===== src/rtl/contador_pkg.sv =====
// Shared counter definitions: mode encodings and helpers reused by the counter family.
package contador_pkg;

    localparam logic [1:0] MODE_WRAP     = 2'b00;
    localparam logic [1:0] MODE_SAT      = 2'b01;
    localparam logic [1:0] MODE_ONESHOT  = 2'b10;
    localparam logic [1:0] MODE_WRAP_ALT = 2'b11;

    // Encoding 11 is reserved and behaves like wrap.
    function automatic logic is_wrap(input logic [1:0] m);
        return (m == MODE_WRAP) || (m == MODE_WRAP_ALT);
    endfunction

endpackage


===== src/rtl/contador_mod_param.sv =====
// Up/down counter over 0..lim with wrap, saturate and one-shot terminal behaviour,
// run-time writable limit, and clamped parallel load.
module contador_mod_param
    import contador_pkg::*;
#(
    parameter int WIDTH     = 4,
    parameter int LIM_INIT  = 2,
    parameter int RESET_VAL = 2
) (
    input  logic             clk,
    input  logic             reset,
    input  logic             en,
    input  logic             dir,
    input  logic [1:0]       mode,
    input  logic             load,
    input  logic [WIDTH-1:0] load_val,
    input  logic             lim_we,
    input  logic [WIDTH-1:0] lim_in,
    output logic [WIDTH-1:0] count,
    output logic [WIDTH-1:0] lim,
    output logic             tc,
    output logic             done
);

    localparam logic [WIDTH-1:0] LIM_RST = WIDTH'(LIM_INIT);
    localparam logic [WIDTH-1:0] CNT_RST = WIDTH'(RESET_VAL);
    localparam logic [WIDTH-1:0] ONE     = WIDTH'(1);

    logic [WIDTH-1:0] count_nx, lim_nx, term;
    logic             done_nx, frozen;

    assign term   = dir ? lim : '0;
    assign frozen = done && (mode == MODE_ONESHOT);
    assign tc     = en && !load && (count == term);

    always_comb begin
        lim_nx   = lim_we ? lim_in : lim;
        count_nx = count;
        done_nx  = done;
        if (load) begin
            // Clamp against the limit that will be live next cycle.
            count_nx = (load_val > lim_nx) ? lim_nx : load_val;
            done_nx  = 1'b0;
        end else begin
            if (mode != MODE_ONESHOT)
                done_nx = 1'b0;
            if (en && !frozen) begin
                // A shrunken limit can leave count above it; pull it back in range.
                if (count > lim)
                    count_nx = (dir && is_wrap(mode)) ? '0 : lim;
                else if (count == term) begin
                    if (is_wrap(mode))
                        count_nx = dir ? '0 : lim;
                    else if (mode == MODE_ONESHOT)
                        done_nx = 1'b1;
                end else
                    count_nx = dir ? count + ONE : count - ONE;
            end
        end
    end

    always_ff @(posedge clk or negedge reset) begin
        if (!reset) begin
            count <= CNT_RST;
            lim   <= LIM_RST;
            done  <= 1'b0;
        end else begin
            count <= count_nx;
            lim   <= lim_nx;
            done  <= done_nx;
        end
    end

endmodule


===== config.mk =====
export PLATFORM = sky130hd
export DESIGN_NAME = contador_mod_param
export DESIGN_NICKNAME = d
export VERILOG_FILES = /design/src/rtl/contador_pkg.sv /design/src/rtl/contador_mod_param.sv
export SDC_FILE = /design/constraint.sdc
export NUM_CORES = 1
export LEC_CHECK = 0
export CORE_MARGIN = 3
export CORE_UTILIZATION = 47
export DETAILED_ROUTE_END_ITERATION = 10
export PLACE_DENSITY = 0.85
export RECOVER_POWER = 100
export SKIP_LAST_GASP = 1
export SLEW_MARGIN = 20
export SYNTH_ARGS = -nofsm -noshare
export SYNTH_HDL_FRONTEND = slang
export SYNTH_SLANG_ARGS = --single-unit

===== constraint.sdc =====
create_clock -name clk -period 2.8 [get_ports clk]
set_clock_uncertainty 0.15 [all_clocks]
set_input_delay 0.28 -clock clk [delete_from_list [all_inputs] [get_ports clk]]
set_output_delay 0.28 -clock clk [all_outputs]
set_load 0.01 [all_outputs]

==> impl_metrics.py <==
metrics = {
    "outcome": {
        "status": "completed",
    },
    "layout": {
        "layout.cells.most_common_list": "15 x inv_1, 15 x clkdlybuf4s50_1, 11 x ha_1",
        "final_cell_area_sq_um": 1270,
        "n_fill_cell": 148,
        "utilization": 0.703,
        "area_growth_pct": 34.9,
        "finalNonFillerCells": 154,
        "final-seq-area_sq_um": 228,
        "fin_nets": 158,
        "layout-drive-gt1-share": 0.155,
        "insertedDiodeCount": 0,
        "multi_input_area_sq_um": 643,
    },
    "floorplan": {
        "dieArea_sq_um": 2570,
        "die_h_microns": 50.7,
        "num_rows": 15,
        "initial_core_util": 0.522,
        "die_w_microns": 50.7,
        "coreArea_sq_um": 1800,
        "ioPinCount": 26,
    },
    "sta": {
        "timing_hold_violations_final": 0,
        "rsz0062_at_grt": "yes",
        "relSlewSlack": 0.727,
        "fin_tns_setup_ns": 0,
        "maxSlewViolCount": 0,
        "worstMarginPinSlew_ns": 0.408,
        "period_needed_ns": 2.73,
        "timing.final.setup_violations": 0,
        "timing.final.ws_setup_ns": 0.0655,
        "fmax_mhz": 366,
        "whs_ns": 0.235,
        "min_period_over_period": 0.977,
    },
    "setup_path": {
        "path_class": "reg2reg",
        "ff2ff_path_depth": 9,
        "crit_path_end_kind": "flop",
        "r2r-end": "count[0]",
        "cp-start-kind": "flop",
        "slowest_delay_ns": 0.59,
        "r2r_start": "lim[1]",
        "worstPathArrival_ns": 2.73,
        "reg2reg_slack_ns": 0.07,
        "critical_path.max_fanout": 6,
        "required_ns": 2.80,
        "crit_chain": "inv_1 -> ha_1 -> and3b_4 -> a2111oi_4 -> nor2_1 -> o311ai_4 -> buf_4 -> a21oi_1 -> a22o_1",
        "cp_top_family": "compound AO/OA/AOI/OAI gates",
        "critPathBufInv": 2,
        "slowest_stage": "dfstp_2",
    },
    "power_and_ir_drop": {
        "ir_worst_vdd_uv": 331,
        "p_int_mw": 0.419,
        "p_leak_nw": 0.574,
        "switching_power_mw": 0.280,
        "clockPowerShare": 0.140,
        "swShare": 0.400,
        "pwr-share-seq": 0.269,
        "combPwrFrac": 0.591,
        "p_total_mw": 0.699,
        "power_density_nw_per_um2": 551,
    },
    "clock_network": {
        "cts-htree-levels": 1,
        "cts_tree": "built",
        "numCtsBuffers": 3,
        "cts_buffer_depth": 2,
        "insertion_delay_ns": 0.26,
        "clock-sinks": 9,
        "clk_pin_slew_worst_paths_ns": 0.06,
        "cts_root_buf": "clkbuf_4",
    },
    "detailed_routing": {
        "vias_per_cell": 5.76,
        "detail-route-antenna-nets": 0,
        "first_pass_iters": 6,
        "drcViolationCount": 0,
        "wl_per_cell_microns": 15.7,
        "vias": 887,
        "routed_wirelength_microns": 2420,
        "drtIter0Drc": 21,
    },
    "synthesis": {
        "synthCells": 98,
        "synth_area_leaders": "dfrtp_1 19%, ha_1 15%, inv_1 6.0%, mux2_2 6.0%, dfstp_2 5.6%",
        "ys_warn_count": 0,
        "synth_area_sq_um": 940,
        "yosys.area.top_type_share": 0.186,
        "syn_nets": 126,
        "yosysTopAreaCell": "dfrtp_1",
        "synth_cell_types": 33,
        "ys_seq_area_frac": 0.242,
        "ys_ff_latch": 9,
        "syn_area_per_cell_sq_um": 9.59,
    },
    "placement": {
        "place_inst": 148,
        "place_area_sq_um": 1220,
        "place_hpwl_microns": 1940,
        "port-buffer-count": 25,
        "place.gp.congestion": 0.881,
        "place_ws_ns": -0.0903,
    },
    "grt": {
        "grt_pass1_vias": 899,
        "grt_overflow": 0,
        "grtUsageTotal": 0.208,
        "antenna_found_initial": 0,
        "grt_pass1_wl_microns": 4000,
        "grt_max_degree": 11,
    },
    "min_path": {
        "hold_path.class": "in2async",
    },
    "flow_run": {
        "cap_violations": 0,
    },
}
==> layout make-up <==
class                      instances  share of cell area
multi-input combinational         72               0.507
timing repair buffer              29               0.223
sequential                         9               0.180
inverter                          15              0.0444
tap                               25              0.0247
clock buffer                       4              0.0207
==> timing repair <==
item | 4_1_cts | 5_1_grt
hold buffers | 0 | 0
gates resized for setup | 0 | 1
endpoints found under the setup margin | 0 | 2
setup buffers | 0 | 2
==> how the worst max path moves through the flow <==
| stage | to | from | depth (start not counted) |
|---|---|---|---|
| floorplan | count[3] | lim[1] | 8 |
| global placement | count[2] | lim_we | 9 |
| detailed placement | count[2] | lim_we | 9 |
| CTS | tc | dir | 6 |
| global route | count[0] | lim[1] | 9 |
| finish | count[0] | lim[1] | 9 |
==> cells by family (layout without fill, tap and decap cells) <==
group           count (synthesis)  count (layout)  share of synthesized area
compound gates                 30              30                      0.278
fa+ha+maj                      12              12                      0.168
buf+inv                        17              48                     0.0732
mux                             5               5                     0.0599
simple gates                   20              20                      0.132
xor+xnor                        5               5                     0.0466
flops                           9               9                      0.242
==> power groups by stage <==
stage,logic (mW),registers (mW),clock network (mW)
finish,0.413,0.188,0.0981
global route,0.452,0.193,0.109
CTS,0.414,0.188,0.102
detailed placement,0.412,0.191,0
global placement,0.390,0.189,0
floorplan,0.267,0.196,0
==> state kept, by name, indices dropped and copies added (netlist names) <==
register,count
done,1
count,4
lim,4
==> metal layers <==
metal,vias up,GRT usage,wire length [microns]
met5,-,0,0
met4,0,0.0583,30
met3,6,0.0623,122
met2,30,0.372,1230
met1,424,0.238,1030
li1,427,-,-
==> synthesized netlist by cell type, drive strengths merged <==
cell type / count
a221o: 4
dfstp: 2
o22ai: 4
o31a: 1
o21ai: 6
xnor2: 2
xor2: 3
fa: 1
nand2: 4
or2: 1
o311ai: 1
a21oi: 7
nand3: 3
ha: 11
a21o: 1
a2111oi: 1
nand4: 1
and2: 1
nand4bb: 1
a22o: 4
nor2: 2
and3b: 1
clkbuf: 1
and3: 2
nor3b: 3
mux2: 5
dfrtp: 7
buf: 1
nand4b: 1
o22a: 1
inv: 15
Note: power is estimated with default switching activity, not from simulation.
